<file path="config.mk">
export PLATFORM = sky130hd
export DESIGN_NAME = breakpoint_unit
export DESIGN_NICKNAME = d
export VERILOG_FILES = /design/src/rtl/breakpoint_unit_pkg.sv /design/src/rtl/breakpoint_unit_bp_comparator_bank.sv /design/src/rtl/breakpoint_unit.sv
export SDC_FILE = /design/constraint.sdc
export NUM_CORES = 1
export LEC_CHECK = 0
export CORE_MARGIN = 3
export CORE_UTILIZATION = 46
export CTS_BUF_LIST = sky130_fd_sc_hd__clkbuf_16
export DETAILED_ROUTE_END_ITERATION = 8
export GPL_TIMING_DRIVEN = 0
export PLACE_DENSITY = 0.68
export SYNTH_ARGS = -nofsm -noshare
export SYNTH_HDL_FRONTEND = slang
export SYNTH_SLANG_ARGS = --single-unit
</file>
<file path="constraint.sdc">
create_clock -name clock -period 3.53 [get_ports clock]
set_clock_uncertainty 0.1 [all_clocks]
set_input_delay 0.706 -clock clock [delete_from_list [all_inputs] [get_ports clock]]
set_output_delay 0.706 -clock clock [all_outputs]
set_load 0.1 [all_outputs]
</file>
<file path="src/rtl/breakpoint_unit_pkg.sv">
// Shared constants for the breakpoint unit.
//   bp_state_t    : FSM state encodings (RUN, HALT, SKIP)
//   bp_cause_t    : reason the unit is halted
//   select_cause  : fixed cause priority, ebreak > comparator match > single-step
package breakpoint_unit_pkg;

    typedef enum logic [1:0] {
        ST_RUN  = 2'd0,
        ST_HALT = 2'd1,
        ST_SKIP = 2'd2
    } bp_state_t;

    typedef enum logic [1:0] {
        CAUSE_NONE   = 2'd0,
        CAUSE_EBREAK = 2'd1,
        CAUSE_MATCH  = 2'd2,
        CAUSE_STEP   = 2'd3
    } bp_cause_t;

    localparam int HIT_INDEX_WIDTH = 3;

    function automatic bp_cause_t select_cause(
        input logic ebreak,
        input logic match,
        input logic step
    );
        if (ebreak)     return CAUSE_EBREAK;
        else if (match) return CAUSE_MATCH;
        else if (step)  return CAUSE_STEP;
        else            return CAUSE_NONE;
    endfunction

endpackage

</file>
<file path="src/rtl/breakpoint_unit_bp_comparator_bank.sv">
// Bank of programmable PC address comparators.
//   clock, reset_n           : block clock, asynchronous active-low reset
//   bp_write/bp_index        : program comparator bp_index (indices >= NUM_BREAKPOINTS ignored)
//   bp_address/bp_enable     : address and enable written into the selected comparator
//   retire_valid/retire_pc   : retiring instruction to compare against
//   match_any                : at least one enabled comparator equals retire_pc
//   match_index              : lowest-numbered matching comparator (0 when no match)
module bp_comparator_bank
    import breakpoint_unit_pkg::*;
#(
    parameter int NUM_BREAKPOINTS = 4,
    parameter int ADDR_WIDTH      = 32,
    parameter int IDX_WIDTH       = 2
) (
    input  logic                       clock,
    input  logic                       reset_n,
    input  logic                       bp_write,
    input  logic [IDX_WIDTH-1:0]       bp_index,
    input  logic [ADDR_WIDTH-1:0]      bp_address,
    input  logic                       bp_enable,
    input  logic                       retire_valid,
    input  logic [ADDR_WIDTH-1:0]      retire_pc,
    output logic                       match_any,
    output logic [HIT_INDEX_WIDTH-1:0] match_index
);

    logic [ADDR_WIDTH-1:0]      addr_q [NUM_BREAKPOINTS];
    logic [NUM_BREAKPOINTS-1:0] en_q;
    logic [NUM_BREAKPOINTS-1:0] match_vec;

    // Writes land in the registers, so a retire in the same cycle still
    // compares against the previous programming.
    always_ff @(posedge clock or negedge reset_n) begin
        if (!reset_n) begin
            for (int i = 0; i < NUM_BREAKPOINTS; i++) begin
                addr_q[i] <= '0;
            end
            en_q <= '0;
        end else if (bp_write) begin
            for (int i = 0; i < NUM_BREAKPOINTS; i++) begin
                if (int'(bp_index) == i) begin
                    addr_q[i] <= bp_address;
                    en_q[i]   <= bp_enable;
                end
            end
        end
    end

    always_comb begin
        for (int i = 0; i < NUM_BREAKPOINTS; i++) begin
            match_vec[i] = retire_valid && en_q[i] && (addr_q[i] == retire_pc);
        end
    end

    // Scan downward so the lowest matching index is the last one written.
    always_comb begin
        match_index = '0;
        for (int i = NUM_BREAKPOINTS - 1; i >= 0; i--) begin
            if (match_vec[i]) begin
                match_index = HIT_INDEX_WIDTH'(i);
            end
        end
    end

    assign match_any = |match_vec;

endmodule

</file>
<file path="src/rtl/breakpoint_unit.sv">
// Breakpoint request generator for the clock control path.
//   clock, reset_n      : core-domain clock, asynchronous active-low reset
//   retire_*            : retirement stream (pc, ebreak flag)
//   bp_*                : comparator programming port
//   step_mode           : halt after every retired instruction
//   auto_resume         : latched at halt entry; halt then ends on countdown_timed_up
//   resume              : single-cycle resume request
//   countdown_timed_up  : countdown expiry from the break countdown timer
//   hard_breakpoint     : halted on comparator hit or single-step
//   soft_breakpoint     : halted on EBREAK
//   countdown_enable    : halted with auto_resume latched
//   halted              : FSM in HALT
//   hit_index           : comparator that caused the halt (0 otherwise)
//   state_dbg           : current FSM state, for observation
//
// Stream semantics: retire_valid qualifies retire_pc/retire_ebreak for exactly
// the cycle it is high; there is no back-pressure, every qualified retire is
// consumed on the rising edge it is presented.
module breakpoint_unit
    import breakpoint_unit_pkg::*;
#(
    parameter  int NUM_BREAKPOINTS = 4,
    parameter  int ADDR_WIDTH      = 32,
    localparam int BP_IDX_WIDTH    = (NUM_BREAKPOINTS > 1) ? $clog2(NUM_BREAKPOINTS) : 1
) (
    input  logic                       clock,
    input  logic                       reset_n,
    input  logic                       retire_valid,
    input  logic [ADDR_WIDTH-1:0]      retire_pc,
    input  logic                       retire_ebreak,
    input  logic                       bp_write,
    input  logic [BP_IDX_WIDTH-1:0]    bp_index,
    input  logic [ADDR_WIDTH-1:0]      bp_address,
    input  logic                       bp_enable,
    input  logic                       step_mode,
    input  logic                       auto_resume,
    input  logic                       resume,
    input  logic                       countdown_timed_up,
    output logic                       hard_breakpoint,
    output logic                       soft_breakpoint,
    output logic                       countdown_enable,
    output logic                       halted,
    output logic [HIT_INDEX_WIDTH-1:0] hit_index,
    output bp_state_t                  state_dbg
);

    bp_state_t                  state_q, state_d;
    bp_cause_t                  cause_q, cause_d;
    logic [HIT_INDEX_WIDTH-1:0] hit_q, hit_d;
    logic                       ar_q, ar_d;

    logic                       match_any;
    logic [HIT_INDEX_WIDTH-1:0] match_index;
    logic                       match_qualified;
    bp_cause_t                  cause_sel;
    logic                       halt_exit;

    bp_comparator_bank #(
        .NUM_BREAKPOINTS (NUM_BREAKPOINTS),
        .ADDR_WIDTH      (ADDR_WIDTH),
        .IDX_WIDTH       (BP_IDX_WIDTH)
    ) u_bank (
        .clock        (clock),
        .reset_n      (reset_n),
        .bp_write     (bp_write),
        .bp_index     (bp_index),
        .bp_address   (bp_address),
        .bp_enable    (bp_enable),
        .retire_valid (retire_valid),
        .retire_pc    (retire_pc),
        .match_any    (match_any),
        .match_index  (match_index)
    );

    // In SKIP the first retire is the instruction we just halted on; its
    // comparator hit is masked so resume makes forward progress.
    assign match_qualified = match_any && (state_q == ST_RUN);
    assign cause_sel       = select_cause(retire_ebreak, match_qualified, step_mode);
    // resume and timed_up together still produce a single exit.
    assign halt_exit       = resume || (ar_q && countdown_timed_up);

    always_ff @(posedge clock or negedge reset_n) begin
        if (!reset_n) begin
            state_q <= ST_RUN;
            cause_q <= CAUSE_NONE;
            hit_q   <= '0;
            ar_q    <= 1'b0;
        end else begin
            state_q <= state_d;
            cause_q <= cause_d;
            hit_q   <= hit_d;
            ar_q    <= ar_d;
        end
    end

    always_comb begin
        state_d = state_q;
        cause_d = cause_q;
        hit_d   = hit_q;
        ar_d    = ar_q;
        case (state_q)
            ST_RUN, ST_SKIP: begin
                if (retire_valid) begin
                    if (cause_sel != CAUSE_NONE) begin
                        state_d = ST_HALT;
                        cause_d = cause_sel;
                        hit_d   = (cause_sel == CAUSE_MATCH) ? match_index : '0;
                        ar_d    = auto_resume;
                    end else begin
                        state_d = ST_RUN;
                    end
                end
            end
            ST_HALT: begin
                // Retires while halted are ignored; the core clock is gated.
                if (halt_exit) begin
                    state_d = ST_SKIP;
                    cause_d = CAUSE_NONE;
                    hit_d   = '0;
                    ar_d    = 1'b0;
                end
            end
            default: begin
                state_d = ST_RUN;
                cause_d = CAUSE_NONE;
                hit_d   = '0;
                ar_d    = 1'b0;
            end
        endcase
    end

    assign halted           = (state_q == ST_HALT);
    assign soft_breakpoint  = halted && (cause_q == CAUSE_EBREAK);
    assign hard_breakpoint  = halted && ((cause_q == CAUSE_MATCH) || (cause_q == CAUSE_STEP));
    assign countdown_enable = halted && ar_q;
    assign hit_index        = hit_q;
    assign state_dbg        = state_q;

endmodule

</file>
Word level (Yosys, flattened, before mapping). Cells that the tools add are included.

Bits in registers: 140. Input port bits: 76. Output and inout port bits: 9. Word-level logic and storage cells: 78.

Equal/unequal tests: 16. Muxes and demuxes: 24. Reductions and logical operators: 26.

Operator list (count): == test 32 bit (4); 2-to-1 mux 2 bit (12); logical AND 1 bit (13); == test 2 bit, second input constant (6); 2-to-1 mux 3 bit (4); AND reduction 2 bit (5); one-hot mux 2 bit (2 select lines) (2); == test 2 x 1 -> 1 bit, second input constant (3); one-hot mux 3 bit (2 select lines) (1); zero test 2 bit (2); 2-to-1 mux 1 bit (4); inequality test 2 bit, second input constant (2); OR reduction 4 bit (1); AND reduction 3 bit (1); logical OR 1 bit (2); inequality test 2 x 1 -> 1 bit, second input constant (1); one-hot mux 1 bit (2 select lines) (1); nonzero test 2 bit (1); OR reduction 2 bit (1).

Longest topological paths before layout. Gate-level depths: netlist (run 1).

Depth in word-level cells: 11. Mapped depth: 8. Mapped depth without buffers: 7.

Cells and area by module. From an unflattened synthesis (run 1), not the netlist that was laid out.

Cells, all modules: 523. Area total of the unflattened synthesis: 6934.2 sq um.

By module, submodules not included: bp_comparator_bank (instances 1, cells each 469, area each 6409.9 sq um, sequential area each 3303.2 sq um); breakpoint_unit (instances 1, cells each 54, area each 524.3 sq um, sequential area each 200.2 sq um).

Least setup slack after synthesis (run 1). OpenSTA, ideal clock, no wires.

Path kind: flip-flop to output port. Start: register state_q[0] (netlist: state_dbg[0]). End: output soft_breakpoint. Arrival time: 3.505 ns. Slack: -0.781 ns. Cell stages (with the launch flop): 3. Path through: dfrtp_1 -> nor2b_1 -> and3_1.

Word-level cells in the longest chain between the ends: 2.

RTL lines: start, declared (RTL line breakpoint_unit.sv:47) `bp_state_t state_q, state_d;`; start signal, assigned (RTL line breakpoint_unit.sv:89) `state_q <= state_d;`; == test 2 x 1 -> 1 bit (RTL line breakpoint_unit.sv:132) `assign halted = (state_q == ST_HALT);`; net halted (RTL line breakpoint_unit.sv:42) `output logic halted,`; logical AND 1 bit (RTL line breakpoint_unit.sv:133) `assign soft_breakpoint = halted && (cause_q == CAUSE_EBREAK);`; end, declared (RTL line breakpoint_unit.sv:40) `output logic soft_breakpoint,`.

The timed path passes the listed nets, and every way through them passes these cells.

Final worst setup path (run 1).
Start: input retire_pc[9]. End: register ar_q.

Word-level cells in the longest chain between the ends: 9. Elaborated cells between the ends (all ways): 15. Classes of those cells: eq/ne: 5; mux: 2; reduce/logical: 8.

RTL lines: start, declared (RTL line breakpoint_unit.sv:29) `input logic [ADDR_WIDTH-1:0] retire_pc,`; == test 32 bit (RTL line breakpoint_unit_bp_comparator_bank.sv:51) `match_vec[i] = retire_valid && en_q[i] && (addr_q[i] == retire_pc);`; logical AND 1 bit (RTL line breakpoint_unit_bp_comparator_bank.sv:51); OR reduction 4 bit * (RTL line breakpoint_unit_bp_comparator_bank.sv:65) `assign match_any = |match_vec;`; logical AND 1 bit * (RTL line breakpoint_unit.sv:77) `assign match_qualified = match_any && (state_q == ST_RUN);`; 2-to-1 mux 2 bit * (RTL line breakpoint_unit_pkg.sv:28) `else if (match) return CAUSE_MATCH;`; 2-to-1 mux 2 bit * (RTL line breakpoint_unit_pkg.sv:27) `if (ebreak) return CAUSE_EBREAK;`; nonzero test 2 bit * (RTL line breakpoint_unit.sv:104) `if (cause_sel != CAUSE_NONE) begin`; inequality test 2 bit (no source line) *; AND reduction 3 bit (no source line) *; end signal, assigned (RTL line breakpoint_unit.sv:92) `ar_q <= ar_d;`; end, declared (RTL line breakpoint_unit.sv:50) `logic ar_q, ar_d;`.

Every way passes the cells marked *; elsewhere a longest branch is shown, timed or not. A chain may end at the register's enable or synchronous reset.

==> flow_metrics.tcl, run 1 <==
set metrics [dict create \
    num_vias 4970 \
    syn-cell-area_um2 7030 \
    cts_tree "yes" \
    final_area_um2 8690 \
    worstSkewPairLatency_ns 0.43 \
    avgViaCountPerCell 5.75 \
    cp-start-kind "input pin" \
    synth-seq-cells 139 \
    synth_ff_type "dfrtp_1" \
    worst_path_most_repeated_cell "or4_1" \
    fin_crit_sh_pct 97.6 \
    ir_worst_vdd_v 0.000350 \
    area_growth_pct 23.6 \
    ant_nets 0 \
    track_usage_pct 26.2 \
    yosysSeqAreaShare_pct 49.5 \
    synth_xor_area_share_pct 15.8 \
    critPathKind "in2reg" \
    rows 44 \
    cp.required_ns 3.75 \
    antenna_cells 0 \
    drt-pass1-iter-count 5 \
    hp-class "in2async" \
    synthArstFlopShare_pct 100 \
    worst_pin_slew_ns 1.29 \
    wl_per_cell_um 24.1 \
    period_needed_ns 3.45 \
    grt_overflow 0 \
    yosysWarnings 0 \
    cp_max_fo 4 \
    totalWireLength_mm 20.9 \
    dp.final_hpwl_mm 16.6 \
    htree_levels 4 \
    grt_start_max_net_pins 82 \
    status "completed" \
    grt_pass1_wl_mm 31.5 \
    gp_congestion 0.982 \
    fmax_mhz 290 \
    post-cts-setup-buffers 0 \
    cts_root_buffer "clkbuf_16" \
    crit_path_end_kind "register" \
    synth.mux.area_fraction_pct 21.0 \
    core_um2 14800 \
    die_w_um 130 \
    final_core_util_pct 58.9 \
    synthSimpleGateAreaFrac_pct 10.8 \
    relSlewSlack_pct 13.8 \
    hold_viol 0 \
    cts.sinks 139 \
    synth_edf_count 0 \
    synthAdderAreaFrac_pct 0 \
    cts_hold_buf 0 \
    syn_inst 567 \
    die_h_um 130 \
    syn_nets 643 \
    crit_slowest_cell "or4_1" \
    antenna_found_initial 0 \
    start_util_pct 47.7 \
    yosysUniqueCellTypes 35 \
    power_density_nw_per_um2 593 \
    synth_top_family_by_area "multiplexers" \
    dpl_cell_area_um2 8110 \
    cts_resized 0 \
    drc 0 \
    fin_nets 744 \
    drive_gt1_share_pct 25.0 \
    syn_area_per_cell_um2 12.4 \
    cap_violations 0 \
    clkTransAtPathRegs_ns 0.06 \
    drt_iter0_markers 311 \
    n_fill_cell 1228 \
    clock_path_buffers 2 \
    cpPeakStageDelay_ns 0.59 \
    rsz0062_at_grt "no" \
    dieArea_um2 16800 \
    path_cells "clkdlybuf4s50_1, xor2_1, or4_1, or4_1, or3_1, a41oi_2, nor3_2, o32ai_2" \
    cts_buffers 17 \
    leakage_nw 3.58 \
    setup_violations 0 \
    io_pins 85 \
    critPathArrivalTime_ns 3.67 \
    synth_compound_area_share_pct 1.62 \
    grt_pass1_vias 5076 \
    io_buffer_count 81 \
    drv_slew 0 \
]
[final timing paths]
| check | slack (ns) | to | startpoint | cells after the start |
|---|---|---|---|---|
| worst max register to register | 0.57 | ar_q$_DFFE_PN0P_ | u_bank.addr_q[105]$_DFFE_PN0P_ | 7 |
| worst min register to register | 0.42 | u_bank.en_q[0]$_DFFE_PN0P_ | u_bank.en_q[0]$_DFFE_PN0P_ | 1 |
| worst min-delay path | 0.14 | u_bank.addr_q[30]$_DFFE_PN0P_ | reset_n | 1 |
| worst max-delay path | 0.08 | ar_q$_DFFE_PN0P_ | retire_pc[9] | 8 |
| min in group clock | 0.42 | u_bank.en_q[0]$_DFFE_PN0P_ | u_bank.en_q[0]$_DFFE_PN0P_ | 1 |
| max in group asynchronous | 2.40 | u_bank.addr_q[22]$_DFFE_PN0P_ | reset_n | 2 |
[synth_stat cells (all sizes together), types with 4 or more instances]
cell | n | area [um^2]
nand4 | 11 | 68.8
mux2 | 131 | 1480
nor4 | 50 | 313
clkbuf | 13 | 48.8
nor3 | 14 | 75.1
inv | 7 | 26.3
nand3 | 11 | 55.1
xor2 | 125 | 1090
nor2 | 15 | 56.3
nand2 | 8 | 30.0
o21ai | 5 | 25.0
or3 | 5 | 35.0
dfrtp | 139 | 3480
nand2b | 4 | 25.0
[metrics by stage]
stage               hold WS, ns  setup TNS [ns]  power, mW  instances  setup slack [ns]
floorplan                 0.310               0       2.84        567             0.138
global placement          0.397         -509.28       3.36        832             -3.66
detailed placement        0.398           -1.99       3.40        833            -0.325
CTS                       0.164               0       5.18        864             0.123
global route              0.188               0       5.37        864            0.0360
finish                    0.141               0       5.15        864            0.0831
[registers in the layout, summed over array words and instances, names as in the netlist]
register,cells
state_dbg,2
cause_q,2
u_bank.addr_q,128
u_bank.en_q,4
ar_q,1
hit_index,2
[where the power goes]
part | switching (mW) | internal [mW]
sequential | 0.211 | 1.90
clock | 0.675 | 1.10
combinational | 0.753 | 0.521
[cell families (layout without fill, tap and decap cells)]
kind of cell,Yosys count,after routing
flip-flops,139,139
other,1,1
AND/OR/NAND/NOR,132,132
multiplexers,131,131
buffers and inverters,22,135
AO/OA/AOI/OAI,15,15
XOR/XNOR,127,127
[cells in the final DEF, fill, tap and decap left out, types with 4 or more instances in the layout]
cell / synthesis / layout
o21ai_0: 5 / 5
xor2_1: 125 / 125
clkinv_2: 0 / 4
nand2_1: 8 / 8
inv_1: 7 / 8
nor4_1: 50 / 50
nand2b_1: 4 / 4
nand4_1: 11 / 11
dfrtp_1: 139 / 139
nor3_1: 13 / 13
mux2_2: 131 / 131
clkbuf_16: 0 / 17
nor2_1: 15 / 15
nand3_1: 11 / 11
clkdlybuf4s50_1: 0 / 80
clkbuf_1: 13 / 13
[layer usage]
| layer | up-vias | track usage, % | wire, um |
|---|---|---|---|
| met4 | 0 | 9.35 | 582 |
| met5 | - | 0 | 0 |
| met3 | 35 | 7.05 | 1260 |
| li1 | 2247 | - | - |
| met1 | 2513 | 35.2 | 9190 |
| met2 | 175 | 41.2 | 9830 |
[worst max-delay path, delay by kind of cell]
family,cells,cell delay [ns]
buffers and inverters,1,0.52
XOR/XNOR,1,0.26
AO/OA/AOI/OAI,2,0.53
AND/OR/NAND/NOR,4,1.65
[area by class of cell]
type	count	area (um^2)	area share, %
repair buffers	82	840	9.66
clock inverters	14	155	1.79
well taps	184	230	2.65
plain buffers	15	63.8	0.734
multi-input cells	406	3470	40.0
clock buffers	17	425	4.89
inverters	7	26.3	0.302
flip-flops and latches	139	3480	40.0
(Power assumes the default switching activity.)
==> run 2: changes to the inputs <==
--- a/config.mk
+++ b/config.mk
@@ -5,11 +5,13 @@
 export SDC_FILE = /design/constraint.sdc
 export NUM_CORES = 1
 export LEC_CHECK = 0
+export CORE_ASPECT_RATIO = 1.1
 export CORE_MARGIN = 3
 export CORE_UTILIZATION = 46
 export CTS_BUF_LIST = sky130_fd_sc_hd__clkbuf_16
 export DETAILED_ROUTE_END_ITERATION = 8
 export GPL_TIMING_DRIVEN = 0
+export HOLD_SLACK_MARGIN = 0.06
 export PLACE_DENSITY = 0.68
 export SYNTH_ARGS = -nofsm -noshare
 export SYNTH_HDL_FRONTEND = slang
==> run 2 against run 1 <==
Core utilization up 0.59 points. Non-clock buffer count did not move. First-iteration DRC count is 26% lower. Setup slack improved by 0.17 ns. Sequential share of layout area is 0.19 points lower. Critical endpoint unchanged. Highest routed layer unchanged.
==> flow_metrics.tcl, run 2 (synthesized netlist as in run 1, its figures left out) <==
set metrics [dict create \
    status "completed" \
    rsz0062_at_grt "no" \
    cts_root_buffer "clkbuf_16" \
    grt_pass1_vias 5169 \
    setup_violations 0 \
    fmax_mhz 305 \
    final_cell_mix "139 x dfrtp_1, 131 x mux2_2, 125 x xor2_1" \
    startpoint "retire_pc[6]" \
    drt_iter0_markers 231 \
    clkTransAtPathRegs_ns 0.06 \
    cts.sinks 139 \
    post-cts-setup-buffers 0 \
    drc 0 \
    dieArea_um2 16800 \
    period_needed_ns 3.28 \
    worst_path_most_repeated_cell "or4_1" \
    htree_levels 4 \
    cap_violations 0 \
    n_fill_cell 1251 \
    io_pins 85 \
    finalNonFillerCells 873 \
    cp_top_family "simple AND/OR/NAND/NOR gates" \
    cts_resized 0 \
    die_h_um 136 \
    io_buffer_count 81 \
    relSlewSlack_pct 34.4 \
    crit_slowest_cell "clkdlybuf4s50_1" \
    post-place-cells 841 \
    cts_tree "yes" \
    crit_buf_inv 1 \
    reg2reg_from "u_bank.addr_q[102]$_DFFE_PN0P_" \
    drv_slew 0 \
    wl_per_cell_um 24.1 \
    fin_crit_sh_pct 92.8 \
    ant_nets 0 \
    core_um2 14700 \
    cpPeakStageDelay_ns 0.58 \
    hp-class "in2async" \
    die_w_um 124 \
    leakage_nw 3.58 \
    worstSkewPairLatency_ns 0.43 \
    power.share.switching_pct 31.4 \
    grt_overflow 0 \
    power_mw 5.23 \
    avgViaCountPerCell 5.64 \
    hold_viol 0 \
    drive_gt1_share_pct 25.0 \
    drt-pass1-iter-count 4 \
    switching_power_mw 1.64 \
    fin_nets 744 \
    grt_start_max_net_pins 91 \
    dp.final_hpwl_mm 16.7 \
    power_density_nw_per_um2 599 \
    seq_power_share_pct 40.4 \
    start_util_pct 47.9 \
    combPwrFrac_pct 24.3 \
    holdWs_ns 0.116 \
    cp_max_fo 4 \
    totalWireLength_mm 21.1 \
    grt_pass1_wl_mm 31.4 \
    cts_hold_buf 0 \
    critPathArrivalTime_ns 3.50 \
    path_cells "clkdlybuf4s50_1, xor2_1, or4_1, or4_1, or3_1, a41oi_2, nor3_2, o32ai_2" \
    critPathKind "in2reg" \
    clkPwrFrac_pct 35.4 \
    crit_path_end_kind "register" \
    cp.required_ns 3.76 \
    largest_reg_flops 128 \
    antenna_cells 0 \
    antenna_found_initial 0 \
    rows 46 \
    ir_worst_vdd_v 0.000330 \
    layout_commonest_cell "dfrtp_1" \
    cp-start-kind "input pin" \
    cts_buffers 17 \
    area_growth_pct 24.2 \
    clock_path_buffers 2 \
    gp_congestion 0.964 \
    p_int_mw 3.58 \
    track_usage_pct 26.2 \
    top_register "u_bank.addr_q" \
    largest_registers "u_bank.addr_q (128), u_bank.en_q (4)" \
    worst_pin_slew_ns 0.980 \
    num_vias 4924 \
]
[run 2: cell types whose count changed in the layout (fill, tap and decap cells not counted), sizes merged]
cell	before	now
clkinvlp	1	2
bufinv	3	4
inv	9	8
[run 2: final timing paths]
kind,cells after the start,to,slack (ns)
worst max-delay path,8,ar_q$_DFFE_PN0P_,0.25
worst min-delay path,1,cause_q[0]$_DFFE_PN0P_,0.12
worst max register to register,7,ar_q$_DFFE_PN0P_,0.71
worst min register to register,1,u_bank.en_q[0]$_DFFE_PN0P_,0.42
max in group asynchronous,2,u_bank.addr_q[0]$_DFFE_PN0P_,2.41
min in group clock,1,u_bank.en_q[0]$_DFFE_PN0P_,0.42
[run 2: power by group through the flow]
stage	Combinational, mW	Clock, mW	Sequential, mW
after floorplan	0.722	0	2.11
after global placement	1.25	0	2.11
after detailed placement	1.26	0	2.13
after CTS	1.27	1.87	2.11
after global routing	1.35	1.95	2.14
final	1.27	1.85	2.11
[run 2: cell type report]
cell class,instances,area [um^2],share of cell area [%]
Sequential cell,139,3480,39.8
Multi-Input combinational cell,406,3480,39.8
Timing Repair Buffer,82,840,9.61
Clock buffer,17,425,4.87
Tap cell,192,240,2.75
Clock inverter,15,181,2.08
Buffer,15,63.8,0.731
Inverter,7,26.3,0.301
[run 2: worst reg2reg max path: stages, from the launching register on]
cell and delay (ns):
dfrtp_1 0.40, xor2_1 0.23, or4_1 0.50, or4_1 0.52, or3_1 0.40, a41oi_2 0.26, nor3_2 0.08, o32ai_2 0.24
[run 2: metal layers]
| metal | wire [um] | vias up | part of all wire, % | GRT usage (%) |
|---|---|---|---|---|
| li1 | - | 2249 | - | - |
| met1 | 9010 | 2501 | 43 | 34.0 |
| met2 | 10400 | 138 | 49 | 43.0 |
| met3 | 1090 | 36 | 5.2 | 5.05 |
| met4 | 597 | 0 | 2.8 | 10.0 |
| met5 | 0 | - | 0 | 0 |
[run 2: metrics by stage]
stage          TNS, ns  setup WS [ns]  instance area, um^2  utilization [%]
3_5_place_dp    -0.398         -0.172                 8130             55.4
4_1_cts              0          0.267                 8730             59.5
5_1_grt              0          0.162                 8730             59.5
3_3_place_gp   -521.72          -3.74                 8090             55.1
6_report             0          0.255                 8730             59.5
2_1_floorplan        0          0.138                 7040                -
==> patch (config.mk and constraints of run 1) <==
Put one more register stage on the output `state_dbg`, without a reset. The value now appears one clock later. The other outputs are not delayed to match.
--- a/src/rtl/breakpoint_unit.sv
+++ b/src/rtl/breakpoint_unit.sv
@@ -134,7 +134,9 @@
     assign hard_breakpoint  = halted && ((cause_q == CAUSE_MATCH) || (cause_q == CAUSE_STEP));
     assign countdown_enable = halted && ar_q;
     assign hit_index        = hit_q;
-    assign state_dbg        = state_q;
+    always_ff @(posedge clock) begin
+        state_dbg <= state_q;
+    end
 
 endmodule
 
Formal check against the unedited RTL: not equivalent (a bounded check fails within 4 cycles, from zero or initial values and one cycle with reset_n low).
==> patch against run 1 <==
Area after synthesis shrank 3.4%; via count decreased by 11%; worst hold slack got worse by 0.061 ns; sequential cell count rose by 2; sequential share of layout area grew 2.0 points; combinational power shrank 17%; design area down 3.8%; worst setup slack improved by 0.057 ns; wire length decreased by 18%; non-clock buffer count up 1; register-to-register slack better by 0.44 ns; total power down 9.4%.
==> patch: results (changes against run 1) <==
- The flow ran to the end, and the final reports show no timing, DRC or antenna violations.
- The share of final layout cell area taken by non-clock buffers is 11.0% (+0.56 points).
- The setup slack on the worst flop-to-flop path came to 1.01 ns (+0.44 ns).
- The number of port buffers is 83 (+2.5%).
- The register bit count reported by yosys is 141 (+1.4%).
- The final weighted congestion in routability-driven placement came to 0.822 (-16%).
- The area of placed instances was 7880 um^2 (-2.8%).
- The number of search-and-repair iterations in the first detailed-routing pass was 4 (-1).
- The via count of the first global-routing pass is 4,678 (-7.8%).
- The commonest cells after synthesis are dfrtp_1 (139), mux2_2 (133), xor2_1 (91).
- The leakage component of the power came to 3.47 nW (-3.0%).
- The family with the most delay on the worst path is buffers and inverters.
- The largest individual stage delay along the critical path comes from the cell clkdlybuf4s50_1.
- The area of combinational cells with multiple inputs came to 3200 um^2 (-7.8%).
- The pin count of the biggest net entering global routing is 104 (+27%).
- The number of ordinary and repair buffers in the finished layout is 98 (+1.0%).
- The net count after synthesis was 590 (-8.2%).
- The data arrival time of the critical path is 2.58 ns (-1.09 ns).
- The maximum resistive drop on vdd was 0.000323 V (-7.7%).
- The sequential fraction of the synthesis area is 51.8% (+2.3 points).
- The synthesized instance count was 514 (-9.3%).
- The detailed placement HPWL is 12.8 mm (-23%).
- The sequential share of cell area is 42.1% (+2.0 points).
- The aggregate global-route resource usage is 22.1% (-4.1 points).
- The vias per cell is 5.46 (-5.1%).
- The reg-to-reg startpoint is u_bank.addr_q[102].
- The number of design-rule violations left by the first detailed-router iteration is 292 (-6.1%).
- The sequential cell area is 3520 um^2 (+1.2%).
- The share of final layout cell area taken by clock buffers and inverters came to 5.77% (-0.91 points).
- The fill cell total of the finished layout came to 1,180 (-3.9%).
- The area fraction in compound gates after synthesis is 1.66% (+0.038 points).
- The number of nets in the layout was 693 (-6.9%).
- The timing-limited maximum frequency is 295 MHz (+1.7%).
- The xor and xnor fraction of the mapped netlist area is 16.5% (+0.68 points).
- The largest driver fanout on the critical path was 9 (+5).
- The relative max-transition margin is 34.8% (+21 points).
- The number of placed instances, taps included is 778 (-6.6%).
- The routed length per instance is 21.2 um (-12%).
- The layout cell share with drive strength beyond 1 is 25.1% (+0.079 points).
- The tightest hold margin is 0.0798 ns (-0.0614 ns).
- The TritonCTS buffer count is 17 (unchanged).
- The non-clock inverter instance count of the final layout was 5 (-2).
- The share of cell area taken by muxes after synthesis is 22.2% (+1.2 points).
- The fraction of registers with async set/reset is 98.6% (-1.4 points).
- The stage delay of the slowest cell on the critical path is 1.12 ns (+0.53 ns).
- The global-route wire length before repair came to 26.6 mm (-16%).
- The multi-input combinational cell count was 354 (-13%).
## patch: cell count changes after synthesis, sizes merged, moves of 4 or more
| cell | change |
|---|---|
| nand2b | -4 |
| nand3 | -4 |
| nor2 | -13 |
| nor3 | -4 |
| nor4 | -27 |
| or3 | -5 |
| xnor2 | +35 |
| xor2 | -34 |
## patch: power by group
group          leakage, nW  switching [mW]  internal, mW
logic                 1.53           0.538         0.519
registers             1.67           0.202          1.93
clock network        0.265           0.626         0.856
## patch: worst max-delay path by stage
stage               depth (start not counted)     startpoint                  to
floorplan                                   3     state_q[0]     soft_breakpoint
global placement                            1        reset_n  u_bank.addr_q[122]
detailed placement                          8  retire_pc[22]        hit_index[1]
CTS                                         5     state_q[0]     hard_breakpoint
global route                                5     state_q[0]     hard_breakpoint
finish                                      5     state_q[0]     hard_breakpoint
## patch: routing by layer
layer	track usage [%]	routed length [um]
met1	29.8	7680
met2	36.0	8380
met3	4.77	779
met4	6.81	349
met5	0	0
